==> config.mk <==
export PLATFORM = sky130hd
export DESIGN_NAME = mem_arbiter_flat
export DESIGN_NICKNAME = d
export VERILOG_FILES = /design/src/rtl/mem_arbiter_pkg.sv /design/src/rtl/mem_arbiter_if.sv /design/src/rtl/mem_arbiter_rr_picker.sv /design/src/rtl/mem_arbiter.sv /design/src/flat_wrapper.sv
export SDC_FILE = /design/constraint.sdc
export NUM_CORES = 1
export LEC_CHECK = 0
export CAP_MARGIN = 20
export CORE_MARGIN = 2
export CORE_UTILIZATION = 35
export DETAILED_ROUTE_END_ITERATION = 8
export MAX_ROUTING_LAYER = met4
export PLACE_DENSITY = 0.77
export SLEW_MARGIN = 20
export SYNTH_ARGS = -nofsm -noshare
export SYNTH_HDL_FRONTEND = slang
export SYNTH_SLANG_ARGS = --single-unit
==> constraint.sdc <==
create_clock -name clk -period 2.4 [get_ports clk]
set_input_delay 0.36 -clock clk [delete_from_list [all_inputs] [get_ports clk]]
set_output_delay 0.36 -clock clk [all_outputs]
set_load 0.05 [all_outputs]
==> src/rtl/mem_arbiter_pkg.sv <==
// Shared types and constants for the mem_arbiter block: FSM encoding,
// arbitration-mode encodings and default bus widths.
package mem_arbiter_pkg;

   localparam int unsigned DEF_ADDR_W = 12;
   localparam int unsigned DEF_DATA_W = 32;

   localparam int unsigned PRIO_RR    = 0;
   localparam int unsigned PRIO_FIXED = 1;

   // Wide enough for the largest supported read latency (4)
   localparam int unsigned CNT_W = 3;

   typedef enum logic [1:0] {
      ST_IDLE  = 2'd0,
      ST_ISSUE = 2'd1,
      ST_WAIT  = 2'd2
   } state_e;

endpackage

==> src/rtl/mem_arbiter_if.sv <==
// Requester + memory bus bundle for mem_arbiter; slave is the arbiter side,
// master is the requester/memory side.
interface mem_arbiter_if
   import mem_arbiter_pkg::*;
#(
   parameter int unsigned NUM_REQ = 3,
   parameter int unsigned ADDR_W  = DEF_ADDR_W,
   parameter int unsigned DATA_W  = DEF_DATA_W
);

   logic [NUM_REQ-1:0]             req_valid;
   logic [NUM_REQ-1:0]             req_we;
   logic [NUM_REQ-1:0][ADDR_W-1:0] req_addr;
   logic [NUM_REQ-1:0][DATA_W-1:0] req_wdata;
   logic [NUM_REQ-1:0]             req_ready;
   logic [NUM_REQ-1:0]             rsp_valid;
   logic [DATA_W-1:0]              rsp_rdata;
   logic                           mem_we;
   logic                           mem_re;
   logic [ADDR_W-1:0]              mem_addr;
   logic [DATA_W-1:0]              mem_wdata;
   logic [DATA_W-1:0]              mem_rdata;
   logic                           busy;

   modport slave (
      input  req_valid, req_we, req_addr, req_wdata, mem_rdata,
      output req_ready, rsp_valid, rsp_rdata, mem_we, mem_re,
             mem_addr, mem_wdata, busy
   );

   modport master (
      output req_valid, req_we, req_addr, req_wdata, mem_rdata,
      input  req_ready, rsp_valid, rsp_rdata, mem_we, mem_re,
             mem_addr, mem_wdata, busy
   );

endinterface

==> src/rtl/mem_arbiter_rr_picker.sv <==
// Combinational request picker: round-robin from a pointer, or fixed
// priority (lowest index wins) when fixed_i is set.
module rr_picker #(
   parameter int unsigned NUM_REQ = 3,
   parameter int unsigned IDX_W   = 2
) (
   input  logic [NUM_REQ-1:0] req_i,
   input  logic [IDX_W-1:0]   ptr_i,
   input  logic               fixed_i,
   output logic [NUM_REQ-1:0] gnt_o,
   output logic [IDX_W-1:0]   idx_o,
   output logic               any_o
);

   // Walk channels starting at the base, wrapping NUM_REQ-1 -> 0
   always_comb begin
      int unsigned base;
      int unsigned j;
      gnt_o = '0;
      idx_o = '0;
      any_o = 1'b0;
      base  = fixed_i ? 32'd0 : 32'(ptr_i);
      for (int unsigned i = 0; i < NUM_REQ; i++) begin
         j = base + i;
         if (j >= NUM_REQ) j = j - NUM_REQ;
         if (!any_o && req_i[j]) begin
            any_o    = 1'b1;
            gnt_o[j] = 1'b1;
            idx_o    = IDX_W'(j);
         end
      end
   end

endmodule

==> src/rtl/mem_arbiter.sv <==
// Multi-channel single-port memory arbiter: picks one requester, issues its
// access for one cycle and, for reads, returns data RD_LAT cycles later.
module mem_arbiter
   import mem_arbiter_pkg::*;
#(
   parameter int unsigned NUM_REQ   = 3,
   parameter int unsigned ADDR_W    = DEF_ADDR_W,
   parameter int unsigned DATA_W    = DEF_DATA_W,
   parameter int unsigned RD_LAT    = 1,
   parameter int unsigned PRIO_MODE = PRIO_RR
) (
   input  logic          clk,
   input  logic          nrst,
   mem_arbiter_if.slave  bus
);

   localparam int unsigned IDX_W = (NUM_REQ > 1) ? $clog2(NUM_REQ) : 1;

   state_e               state_q, state_d;
   logic [IDX_W-1:0]     win_q, win_d;
   logic [NUM_REQ-1:0]   win_oh_q, win_oh_d;
   logic [IDX_W-1:0]     ptr_q, ptr_d;
   logic [CNT_W-1:0]     cnt_q, cnt_d;
   logic [DATA_W-1:0]    rdata_q, rdata_d;

   logic [NUM_REQ-1:0]   pick_gnt;
   logic [IDX_W-1:0]     pick_idx;
   logic                 pick_any;
   logic                 fixed_mode;
   logic                 win_we;
   logic [ADDR_W-1:0]    win_addr;
   logic [DATA_W-1:0]    win_wdata;
   logic                 rsp_cycle;

   assign fixed_mode = (PRIO_MODE == PRIO_FIXED);

   rr_picker #(
      .NUM_REQ (NUM_REQ),
      .IDX_W   (IDX_W)
   ) u_picker (
      .req_i   (bus.req_valid),
      .ptr_i   (ptr_q),
      .fixed_i (fixed_mode),
      .gnt_o   (pick_gnt),
      .idx_o   (pick_idx),
      .any_o   (pick_any)
   );

   // Winner's fields are only looked at while the access is being issued
   always_comb begin
      win_we    = bus.req_we[win_q];
      win_addr  = bus.req_addr[win_q];
      win_wdata = bus.req_wdata[win_q];
      rsp_cycle = (state_q == ST_WAIT) && (cnt_q == CNT_W'(1));
   end

   always_ff @(posedge clk or negedge nrst) begin
      if (!nrst) begin
         state_q  <= ST_IDLE;
         win_q    <= '0;
         win_oh_q <= '0;
         ptr_q    <= '0;
         cnt_q    <= '0;
         rdata_q  <= '0;
      end else begin
         state_q  <= state_d;
         win_q    <= win_d;
         win_oh_q <= win_oh_d;
         ptr_q    <= ptr_d;
         cnt_q    <= cnt_d;
         rdata_q  <= rdata_d;
      end
   end

   always_comb begin
      state_d  = state_q;
      win_d    = win_q;
      win_oh_d = win_oh_q;
      ptr_d    = ptr_q;
      cnt_d    = cnt_q;
      rdata_d  = rdata_q;
      case (state_q)
         ST_IDLE: begin
            if (pick_any) begin
               win_d    = pick_idx;
               win_oh_d = pick_gnt;
               ptr_d    = (pick_idx == IDX_W'(NUM_REQ - 1)) ? '0 : pick_idx + IDX_W'(1);
               state_d  = ST_ISSUE;
            end
         end
         ST_ISSUE: begin
            if (win_we) begin
               state_d = ST_IDLE;
            end else begin
               state_d = ST_WAIT;
               cnt_d   = CNT_W'(RD_LAT);
            end
         end
         ST_WAIT: begin
            if (rsp_cycle) begin
               state_d = ST_IDLE;
               cnt_d   = '0;
               rdata_d = bus.mem_rdata;
            end else begin
               cnt_d = cnt_q - CNT_W'(1);
            end
         end
         default: state_d = ST_IDLE;
      endcase
   end

   // Outputs decoded from registered state; read data passes through in the
   // response cycle and is held from rdata_q afterwards
   always_comb begin
      bus.req_ready = '0;
      bus.rsp_valid = '0;
      bus.rsp_rdata = rdata_q;
      bus.mem_we    = 1'b0;
      bus.mem_re    = 1'b0;
      bus.mem_addr  = '0;
      bus.mem_wdata = '0;
      bus.busy      = (state_q != ST_IDLE);
      if (state_q == ST_ISSUE) begin
         bus.req_ready = win_oh_q;
         bus.mem_we    = win_we;
         bus.mem_re    = ~win_we;
         bus.mem_addr  = win_addr;
         bus.mem_wdata = win_wdata;
      end
      if (rsp_cycle) begin
         bus.rsp_valid = win_oh_q;
         bus.rsp_rdata = bus.mem_rdata;
      end
   end

endmodule

==> src/flat_wrapper.sv <==
// flat-port wrapper written by rule: the top's interface ports become plain ports
module mem_arbiter_flat import mem_arbiter_pkg::*;
#(
   parameter int unsigned NUM_REQ   = 3,
   parameter int unsigned ADDR_W    = DEF_ADDR_W,
   parameter int unsigned DATA_W    = DEF_DATA_W,
   parameter int unsigned RD_LAT    = 1,
   parameter int unsigned PRIO_MODE = PRIO_RR
)
  (clk, nrst, bus_req_valid, bus_req_we, bus_req_addr, bus_req_wdata, bus_mem_rdata, bus_req_ready, bus_rsp_valid, bus_rsp_rdata, bus_mem_we, bus_mem_re, bus_mem_addr, bus_mem_wdata, bus_busy);
  mem_arbiter_if #(.NUM_REQ(NUM_REQ), .ADDR_W(ADDR_W), .DATA_W(DATA_W)) bus_i ();
  input  logic clk;
  input  logic nrst;
  input wire logic [$bits(bus_i.req_valid)-1:0] bus_req_valid;
  input wire logic [$bits(bus_i.req_we)-1:0] bus_req_we;
  input wire logic [$bits(bus_i.req_addr)-1:0] bus_req_addr;
  input wire logic [$bits(bus_i.req_wdata)-1:0] bus_req_wdata;
  input wire logic [$bits(bus_i.mem_rdata)-1:0] bus_mem_rdata;
  output wire logic [$bits(bus_i.req_ready)-1:0] bus_req_ready;
  output wire logic [$bits(bus_i.rsp_valid)-1:0] bus_rsp_valid;
  output wire logic [$bits(bus_i.rsp_rdata)-1:0] bus_rsp_rdata;
  output wire logic [$bits(bus_i.mem_we)-1:0] bus_mem_we;
  output wire logic [$bits(bus_i.mem_re)-1:0] bus_mem_re;
  output wire logic [$bits(bus_i.mem_addr)-1:0] bus_mem_addr;
  output wire logic [$bits(bus_i.mem_wdata)-1:0] bus_mem_wdata;
  output wire logic [$bits(bus_i.busy)-1:0] bus_busy;
  assign bus_i.req_valid = bus_req_valid;
  assign bus_i.req_we = bus_req_we;
  assign bus_i.req_addr = bus_req_addr;
  assign bus_i.req_wdata = bus_req_wdata;
  assign bus_i.mem_rdata = bus_mem_rdata;
  assign bus_req_ready = bus_i.req_ready;
  assign bus_rsp_valid = bus_i.rsp_valid;
  assign bus_rsp_rdata = bus_i.rsp_rdata;
  assign bus_mem_we = bus_i.mem_we;
  assign bus_mem_re = bus_i.mem_re;
  assign bus_mem_addr = bus_i.mem_addr;
  assign bus_mem_wdata = bus_i.mem_wdata;
  assign bus_busy = bus_i.busy;
  mem_arbiter #(.NUM_REQ(NUM_REQ), .ADDR_W(ADDR_W), .DATA_W(DATA_W), .RD_LAT(RD_LAT), .PRIO_MODE(PRIO_MODE)) u_core (.clk(clk), .nrst(nrst), .bus(bus_i));
endmodule
Yosys cells after proc, flatten, opt, wreduce, memory -nomap -nowiden
Cells that the tools add are included.
{ "word_totals": {"register_bits": 44, "latch_bits": 0, "ram_bits": 0, "rom_bits": 0, "in_bits": 172, "out_inout_bits": 85, "word_cells": 92, "mem_count": 0} }
{ "op_classes": {"n_addsub": 7, "n_mul": 0, "n_div": 0, "order_cmp": 10, "eq_ne": 7, "shifts": 0, "mux": 45, "bitwise": 3, "reduce_logical": 14} }
{ "ops": {"columns": ["cell", "n"], "rows": [
  ["2-to-1 mux 32 bit", 6],
  ["greater-or-equal comparator 32 x 1 -> 1 bit, second input constant", 3],
  ["< comparator 32 x 3 -> 1 bit, second input constant", 3],
  ["binary-select mux 32 bit (select 2 bit)", 1],
  ["binary-select mux 12 bit (select 2 bit)", 1],
  ["2-to-1 mux 12 bit", 2],
  ["2-to-1 mux 3 bit", 7],
  ["2-to-1 mux 2 bit", 7],
  ["2-to-1 mux 1 bit", 12],
  ["binary-select mux 1 bit (select 2 bit)", 4],
  ["subtractor 3 x 2 -> 4 bit, second input constant", 2],
  ["demux 1 bit (select 2 bit)", 3],
  ["greater-or-equal comparator 3 x 2 -> 1 bit, second input constant", 2],
  ["logical AND 1 bit", 6],
  ["OR 3 bit", 2],
  ["one-hot mux 2 bit (3 select lines)", 1],
  ["one-hot mux 3 bit (2 select lines)", 1],
  ["AND reduction 2 bit", 3],
  ["== test 2 bit, second input constant", 2],
  ["!= test 2 x 1 -> 1 bit, second input constant", 2],
  ["nonzero test 2 bit", 2],
  ["adder 2 x 1 -> 3 bit, second input constant", 1],
  ["adder 2 x 2 -> 3 bit, second input constant", 1],
  ["== test 3 x 1 -> 1 bit, second input constant", 1],
  ["10 further kinds", 11]
]} }

Depth between registers and ports, before layout
Gate-level depths: netlist of run 1.
{ "depth": {"depth_word": 13, "ltp_mapped": 8, "ltp_nobuf": 7} }

Modules after synthesis
From an unflattened synthesis of run 1, not the netlist that was laid out.
{ "unflattened": {"cells_unflattened": 412, "hier_area_um2": 3982.6} }
{ "by_module_without_submodules": {"columns": ["module", "n_inst", "cells_per_inst", "area_each_um2"], "rows": [
  ["mem_arbiter", 1, 364, 3652.3],
  ["rr_picker", 1, 48, 330.3]
]} }

Worst setup path before layout of run 1
OpenSTA, ideal clock, no wires.
{ "synth_path": {"path_type": "register -> output", "start": "reg u_core.win_q[1]", "end": "out bus_mem_addr[10]", "arrival_ns": 1.734, "t_required_ns": 2.040, "path_slack_ns": 0.306, "stages_incl_launch_ff": 6, "n_path_buf": 2, "cell_sequence": "dfrtp_1 -> nor2b_1 -> clkbuf_1 -> clkbuf_1 -> a21oi_1 -> nor2_1"} }
{ "synth_via": {"elab_chain_len": 3} }
{ "synth_rtl": {"columns": ["item", "line_no", "rtl"], "rows": [
  ["start, declared", "mem_arbiter.sv:20", "logic [IDX_W-1:0] win_q, win_d;"],
  ["start signal, assigned", "mem_arbiter.sv:67", "win_q <= win_d;"],
  ["binary-select mux 12 bit (select 2 bit)", "mem_arbiter.sv:52", "win_addr = bus.req_addr[win_q];"],
  ["2-to-1 mux 12 bit (not written as such)", "mem_arbiter.sv:52", null],
  ["2-to-1 mux 12 bit", "mem_arbiter.sv:123", "if (state_q == ST_ISSUE) begin"],
  ["end, declared", "flat_wrapper.sv:24", "output wire logic [$bits(bus_i.mem_addr)-1:0] bus_mem_addr;"]
]} }
No other way between the ends. The select of a mux whose other input is x is not followed.

Worst setup path after layout of run 1
{ "layout_path": {"start": "reg u_core.cnt_q[1]", "end": "out bus_rsp_rdata[31]"} }
{ "layout_via": {"elab_chain_len": 3} }
{ "layout_rtl": {"columns": ["item", "line_no", "rtl"], "rows": [
  ["start, declared", "mem_arbiter.sv:23", "logic [CNT_W-1:0] cnt_q, cnt_d;"],
  ["start signal, assigned", "mem_arbiter.sv:70", "cnt_q <= cnt_d;"],
  ["== test 3 x 1 -> 1 bit", "mem_arbiter.sv:54", "rsp_cycle = (state_q == ST_WAIT) && (cnt_q == CNT_W'(1));"],
  ["logical AND 1 bit", "mem_arbiter.sv:54", null],
  ["2-to-1 mux 32 bit", null, null],
  ["end, declared", "flat_wrapper.sv:21", "output wire logic [$bits(bus_i.rsp_rdata)-1:0] bus_rsp_rdata;"]
]} }
No other way between the ends.

==> results of run 1 <==
==> timing repair <==
| action | in CTS | in global routing |
|---|---|---|
| setup buffers | 4 | 1 |
| gates resized for setup | 54 | 17 |
| hold endpoints to repair | 0 | 0 |
| cloned | 3 | 1 |
| endpoints found under the setup margin | 32 | 53 |
==> per-layer routing <==
metal	track usage, %	up-vias	share of wire [%]
met4	8.86	0	2.6
met2	46.4	212	53
met3	5.49	31	7.5
met1	30.1	1922	37
met5	-	-	0
li1	-	1876	-
==> synthesized netlist by cell type (all sizes together) <==
cell	number
buf	20
or2	1
o31a	1
nand3b	2
nor2	93
o211ai	1
o21ai	4
mux2i	49
o2111ai	1
nor2b	5
o221ai	1
and3	1
nand2b	6
and2	5
a21oi	49
nand3	2
mux2	67
dfrtp	44
ha	6
o21a	3
a22oi	2
o22ai	2
nor3	2
nand4b	1
a32o	1
inv	10
a31oi	1
a31o	1
a2bb2oi	1
nand2	5
clkbuf	11
==> cells in the final DEF, fill, tap and decap left out, drive strengths merged, types with 3 or more instances in the layout <==
master         netlist  layout
clkdlybuf4s50        0     173
buf                 20     101
nor2                93      93
mux2                67      67
mux2i               49      49
a21oi               49      49
dfrtp               44      44
inv                 10      10
ha                   6       6
clkbuf              11       6
nand2b               6       6
nand2                5       5
nor2b                5       5
and2                 5       5
o21ai                4       4
o21a                 3       3
==> layout make-up <==
| cell class | count | area share (%) |
|---|---|---|
| Clock buffer | 5 | 0.960 |
| Clock inverter | 3 | 0.332 |
| Inverter | 10 | 0.523 |
| Multi-Input combinational cell | 313 | 32.9 |
| Sequential cell | 44 | 15.4 |
| Tap cell | 133 | 2.32 |
| Timing Repair Buffer | 275 | 47.5 |
==> metrics by stage <==
step | utilization (%) | area, sq um | setup slack (ps) | TNS [ps] | cells
6_report | 73.0 | 7170 | 4.71 | 0 | 783
3_5_place_dp | 67.9 | 6670 | 208 | 0 | 766
2_1_floorplan | - | 3550 | 306 | 0 | 398
3_3_place_gp | 67.9 | 6670 | 280 | 0 | 766
4_1_cts | 72.0 | 7070 | -1.11 | -3.94 | 781
5_1_grt | 73.0 | 7170 | -74.2 | -1430 | 783
==> power groups by stage <==
stage	Sequential, mW	Clock [mW]	Combinational, mW
6_report	1.41	0.492	8.21
5_1_grt	1.46	0.536	8.62
4_1_cts	1.38	0.493	8.05
3_5_place_dp	1.37	0	7.48
3_3_place_gp	1.38	0	7.35
2_1_floorplan	1.26	0	4.86
==> registers in the layout, indices dropped and copies added, names as in the netlist <==
signal           cells
u_core.cnt_q         3
u_core.rdata_q      32
u_core.win_oh_q      3
u_core.win_q         2
u_core.state_q       2
u_core.ptr_q         2
==> critical path: stages, from the launching register on <==
cell	delay, ps
sky130_fd_sc_hd__dfrtp_1	400
sky130_fd_sc_hd__inv_2	80
sky130_fd_sc_hd__ha_4	130
sky130_fd_sc_hd__nor2b_4	130
sky130_fd_sc_hd__nor2b_4	170
sky130_fd_sc_hd__buf_12	160
sky130_fd_sc_hd__clkbuf_16	160
sky130_fd_sc_hd__mux2_2	340
sky130_fd_sc_hd__buf_6	160
==> worst min-delay path by stage <==
| stage | startpoint | to | slack (ps) | depth (start not counted) |
|---|---|---|---|---|
| final | nrst | u_core.rdata_q[28] | 100 | 2 |
| after detailed placement | nrst | u_core.rdata_q[28] | 470 | 2 |
| after CTS | nrst | u_core.rdata_q[28] | 130 | 2 |
| after global placement | nrst | u_core.rdata_q[28] | 450 | 2 |
| after floorplan | nrst | u_core.cnt_q[0] | 60 | 0 |
| after global routing | nrst | u_core.rdata_q[28] | 150 | 2 |
==> cell families (layout without fill, tap and decap cells) <==
kind of cell | after synthesis | count (layout) | synth area share (%)
simple gates | 123 | 123 | 15.0
compound gates | 68 | 68 | 11.3
flops | 44 | 44 | 31.0
mux | 116 | 116 | 35.4
fa+ha+maj | 6 | 6 | 2.11
buf+inv | 41 | 293 | 5.18
==> Flow_metrics.wiki, run 1 <==
{| class="wikitable"
! Metric !! Value
|-
| Status || finished clean
|-
| Worst clock skew || 11.1 ps
|-
| WL final || around 15000 um
|-
| Number of antenna violations at the first check in global routing || 0
|-
| Layout cells sized above 1 || 29.7%
|-
| Hold Worst Slack || 104 ps
|-
| CP Class || reg2out
|-
| Worst R2R Setup Slack || 320 ps
|-
| H-tree levels || 2
|-
| Maximum ir drop on the vdd rail || between 1 and 1.5 mV
|-
| Kind of start point of the critical path || flip-flop
|-
| Boundary pin count || 257
|-
| Initial drt markers || between 150 and 200
|-
| Data arrival at the endpoint of the critical path || ~2000 ps
|-
| Per-instance average area after synthesis || a little under 9 sq um
|-
| Mapped Cells || about 400
|-
| Number of antenna cells inserted || 0
|-
| Final-report hold violation count || 0
|-
| Synth warn || 0
|-
| Cell area after technology mapping || around 3600 sq um
|-
| Period utilization || approximately 100%
|-
| GP Congestion || between 0.8 and 0.9
|-
| Vias in the first global route || 4084
|-
| Top cells by area in the synthesized netlist || sky130_fd_sc_hd__dfrtp_1 31%, sky130_fd_sc_hd__mux2_2 20%, sky130_fd_sc_hd__mux2i_1 14%
|-
| Total Power || just over 10 mW
|-
| Total of endpoints with negative setup slack in the final report || 0
|-
| Count of antenna-violating nets left after detailed routing || 0
|-
| Clk network pwr share || slightly below 5%
|-
| Part of the Yosys area used for sequential elements || 31.0%
|-
| Net count after synthesis || approximately 580
|-
| Worst setup path start || u_core.cnt_q[1]
|-
| First-pass GRT wire length || about 22000 um
|-
| Area used by sequential logic in the layout || 1100 sq um
|-
| Switching power || just over 5 mW
|-
| Maxcap violations || 0
|-
| Area Growth Syn to Fin || 102%
|-
| Required time worst endpoint || ~2000 ps
|-
| Total DRC errors in the routed layout || 0
|-
| Leak pwr || 2.94 nW
|-
| Worst-margin pin slew || ~540 ps
|-
| Fmax || between 400 and 500 MHz
|-
| Number of buffers inserted by port buffering || 256
|-
| Clock Pin Slew Worst Setup and Hold Paths || 100 ps
|-
| Startpoint of the worst-slack reg-to-reg timing path || u_core.ptr_q[1]
|-
| RSZ-0062 raised after global routing || true
|-
| Cell type with the highest aggregate area in the netlist || sky130_fd_sc_hd__dfrtp_1
|-
| Slew HR || 63.7%
|-
| Power density normalized to cell area || about 1400 nW/um^2
|-
| Site Rows || 36
|-
| Synth unique cells || 38
|-
| Clock Latency Late Sink || 310 ps
|-
| Endpoint of the most critical setup path || bus_rsp_rdata[31]
|-
| Hold bufs inserted after CTS || 0
|-
| FF-to-FF End || u_core.win_oh_q[1]
|-
| Wire length per cell after detailed routing || between 15 and 20 um
|-
| Sum of net half-perimeters after detailed placement || about 11000 um
|-
| Pin count of the biggest net entering global routing || 47
|-
| NumNets Final || just over 800
|-
| Gr usage total || 26.5%
|-
| Relative contribution of sequential cells to total power || 14.0%
|-
| Endpoint kind of the worst setup timing path || output port
|-
| Floorplan core area || ~10000 sq um
|-
| Yosys top cell area share || between 30% and 40%
|-
| Total number of vias || just over 4000
|-
| Final Slew Violations || 0
|-
| Min-Delay Path Class || in2async
|-
| Share of power burned in combinational logic || 81.2%
|-
| Die area || approximately 11000 sq um
|-
| Area of combinational cells with multiple inputs || 2360 sq um
|-
| Die H || about 100 um
|-
| Max clock buf depth || 2
|-
| Floorplan die width || ~100 um
|-
| Drt via density || ~5.2
|-
| CTS root buffer || sky130_fd_sc_hd__clkbuf_8
|-
| CTS tree || built
|-
| Worst Reg2Reg Path Length in Cells || 6
|-
| Total global routing overflow || 0
|-
| Final critical path time including I/O delays and setup || approximately 2400 ps
|-
| TritonCTS Buffers || 5
|-
| Initial cell density of the core || 36.2%
|-
| Max FO, Critical Path || 6
|-
| Clock sink count || between 40 and 50
|-
| P_int || roughly 5.0 mW
|-
| Switching part of the total power || about half
|-
| Number of register bits inferred by synthesis || 44
|-
| Number of fillers in the final layout || ~700
|-
| Iteration count of the initial detailed-routing pass || 5
|}
Note: power is estimated with default switching activity, not from simulation.
==> run 2, diff against run 1 <==
- CTS_CLUSTER_DIAMETER: default -> 120
- TNS_END_PERCENT: default -> 10
==> run 2 against run 1 <==
Net effect: utilization down 0.27 points; cell count down 0.13%; hold slack better by 11 ps; total power down 0.93%; sequential power about the same; sequential cell count unchanged; first-iteration DRC count unchanged; clock skew down 0.76 ps; wire length down 2.7%; clock power down 1%; count of clock-buffer cells in the layout unchanged.
==> Flow_metrics.wiki, run 2 (synthesis gave the netlist of run 1 again) <==
{| class="wikitable"
! Metric !! Value
|-
| Maximum ir drop on the vdd rail || around 1.2 mV
|-
| Max FO, Critical Path || 6
|-
| Sum of net half-perimeters after detailed placement || ~11000 um
|-
| Largest registers || u_core.rdata_q (32), u_core.cnt_q (3), u_core.win_oh_q (3)
|-
| First-pass GRT wire length || about 22000 um
|-
| Data arrival at the endpoint of the critical path || about 2000 ps
|-
| Largest Register || u_core.rdata_q
|-
| Area of combinational cells with multiple inputs || between 2000 and 2500 sq um
|-
| Total of endpoints with negative setup slack in the final report || 0
|-
| GP Congestion || 0.862
|-
| Total negative setup slack || 0 ps
|-
| Number of antenna cells inserted || 0
|-
| Pin count of the biggest net entering global routing || 47
|-
| Final critical path time including I/O delays and setup || around 2400 ps
|-
| Clock sink count || 44
|-
| Final standard cell count with taps included and fillers excluded || a little under 800
|-
| Max clock buf depth || 2
|-
| Final Slew Violations || 0
|-
| CP Class || reg2out
|-
| Clock Latency Late Sink || 310 ps
|-
| Period utilization || 99.7%
|-
| Maxcap violations || 0
|-
| Post-Layout Inst Area || 7140 sq um
|-
| Layout cells sized above 1 || between 20% and 30%
|-
| Iteration count of the initial detailed-routing pass || 4
|-
| Wire length per cell after detailed routing || roughly 18 um
|-
| Power density normalized to cell area || around 1400 nW/um^2
|-
| Fmax || 418 MHz
|-
| Leak pwr || roughly 2.9 nW
|-
| Site Rows || 36
|-
| Min-Delay Path Class || in2async
|-
| Total global routing overflow || 0
|-
| Die area || around 11000 sq um
|-
| Area Growth Syn to Fin || 101%
|-
| Number of buffers inserted by port buffering || between 200 and 300
|-
| Worst clock skew || 10.3 ps
|-
| Number of fillers in the final layout || between 700 and 800
|-
| Most common library cell in the layout ignoring fill and taps || sky130_fd_sc_hd__clkdlybuf4s50_1
|-
| Worst-margin pin slew || 559 ps
|-
| Hold bufs inserted after CTS || 0
|-
| Count of antenna-violating nets left after detailed routing || 0
|-
| WL final || approximately 14000 um
|-
| Status || finished clean
|-
| Gr usage total || 26.0%
|-
| Endpoint kind of the worst setup timing path || output port
|-
| TritonCTS Buffers || 5
|-
| Vias in the first global route || about 4000
|-
| Initial drt markers || about 180
|-
| Kind of start point of the critical path || flip-flop
|-
| Final-report hold violation count || 0
|-
| Slew HR || around 63%
|-
| CTS tree || built
|-
| Required time worst endpoint || a little over 2000 ps
|-
| Boundary pin count || 257
|-
| H-tree levels || 2
|-
| Total number of vias || ~4000
|-
| Clock Pin Slew Worst Setup and Hold Paths || around 90 ps
|-
| Highest-count cells in the layout ignoring fill and taps || 173 x sky130_fd_sc_hd__clkdlybuf4s50_1, 93 x sky130_fd_sc_hd__nor2_1, 53 x sky130_fd_sc_hd__mux2_2, 53 x sky130_fd_sc_hd__buf_12, 49 x sky130_fd_sc_hd__mux2i_1
|-
| Max reg flops || 32
|-
| Dpl cells || between 700 and 800
|-
| Area used by sequential logic in the layout || 1100 sq um
|-
| RSZ-0062 raised after global routing || true
|-
| Initial cell density of the core || 36.2%
|-
| Floorplan die width || between 100 and 150 um
|-
| Drt via density || around 5
|-
| Die H || roughly 100 um
|-
| CTS root buffer || sky130_fd_sc_hd__clkbuf_8
|-
| NumNets Final || just over 800
|-
| Worst Slack Setup Final || around 7.3 ps
|-
| Floorplan core area || 9820 sq um
|-
| Number of antenna violations at the first check in global routing || 0
|-
| Worst setup slack before clock tree synthesis || 208 ps
|-
| Total DRC errors in the routed layout || 0
|-
| Area post-placement || ~6700 sq um
|}
[run 2: cell count changes in the layout (fill, tap and decap cells not counted)]
cell                     before  now
sky130_fd_sc_hd__buf_8       13   11
sky130_fd_sc_hd__buf_6       20   22
sky130_fd_sc_hd__mux2_2      50   53
sky130_fd_sc_hd__mux2_4      17   14
sky130_fd_sc_hd__buf_4       11   10
[run 2: power by group]
group / total [mW] / internal [mW] / switching, mW / leakage [nW]
clock: 0.486 / 0.206 / 0.280 / 0.0404
combinational: 8.14 / 3.67 / 4.47 / 2.36
sequential: 1.40 / 1.12 / 0.279 / 0.530
[run 2: cell type report]
class	count	area share (%)
Inverter	10	0.525
Clock buffer	5	0.963
Sequential cell	44	15.5
Tap cell	133	2.33
Multi-Input combinational cell	313	32.9
Clock inverter	3	0.333
Timing Repair Buffer	274	47.5
[run 2: worst paths after layout]
path                                    start  slack (ps)            endpoint  depth (start not counted)
setup / recovery              u_core.cnt_q[1]           7   bus_rsp_rdata[31]                          8
hold / removal                           nrst         110  u_core.rdata_q[29]                          2
setup reg to reg              u_core.ptr_q[1]         330  u_core.win_oh_q[1]                          6
hold reg to reg            u_core.rdata_q[18]         510  u_core.rdata_q[18]                          1
max in group asynchronous                nrst        1850     u_core.win_q[1]                          2
min in group clk           u_core.rdata_q[18]         510  u_core.rdata_q[18]                          1
[run 2: repair_timing]
item,in CTS,in global routing
resized for setup,54,12
setup buffers,1,3
cloned,3,1
endpoints found under the setup margin,32,51
[run 2: critical path, stage by stage (launching register included)]
cell,delay (ps)
sky130_fd_sc_hd__dfrtp_1,400
sky130_fd_sc_hd__inv_2,80
sky130_fd_sc_hd__ha_4,130
sky130_fd_sc_hd__nor2b_4,130
sky130_fd_sc_hd__nor2b_4,170
sky130_fd_sc_hd__buf_12,160
sky130_fd_sc_hd__clkbuf_16,160
sky130_fd_sc_hd__mux2_2,340
sky130_fd_sc_hd__buf_6,160
[run 2: stage by stage]
step                total power, mW  hold slack [ps]  utilization (%)
CTS                            9.90              131             71.8
finish                         10.0              115             72.8
global route                   10.5              150             72.8
floorplan                      6.12             64.4                -
detailed placement             8.85              471             67.9
global placement               8.73              455             67.9
[run 2: routing by layer]
| layer | global-route usage (%) | wire, um |
|---|---|---|
| met5 | - | 0 |
| met4 | 8.38 | 347 |
| met3 | 5.18 | 936 |
| met2 | 45.3 | 7420 |
| met1 | 30.1 | 5640 |
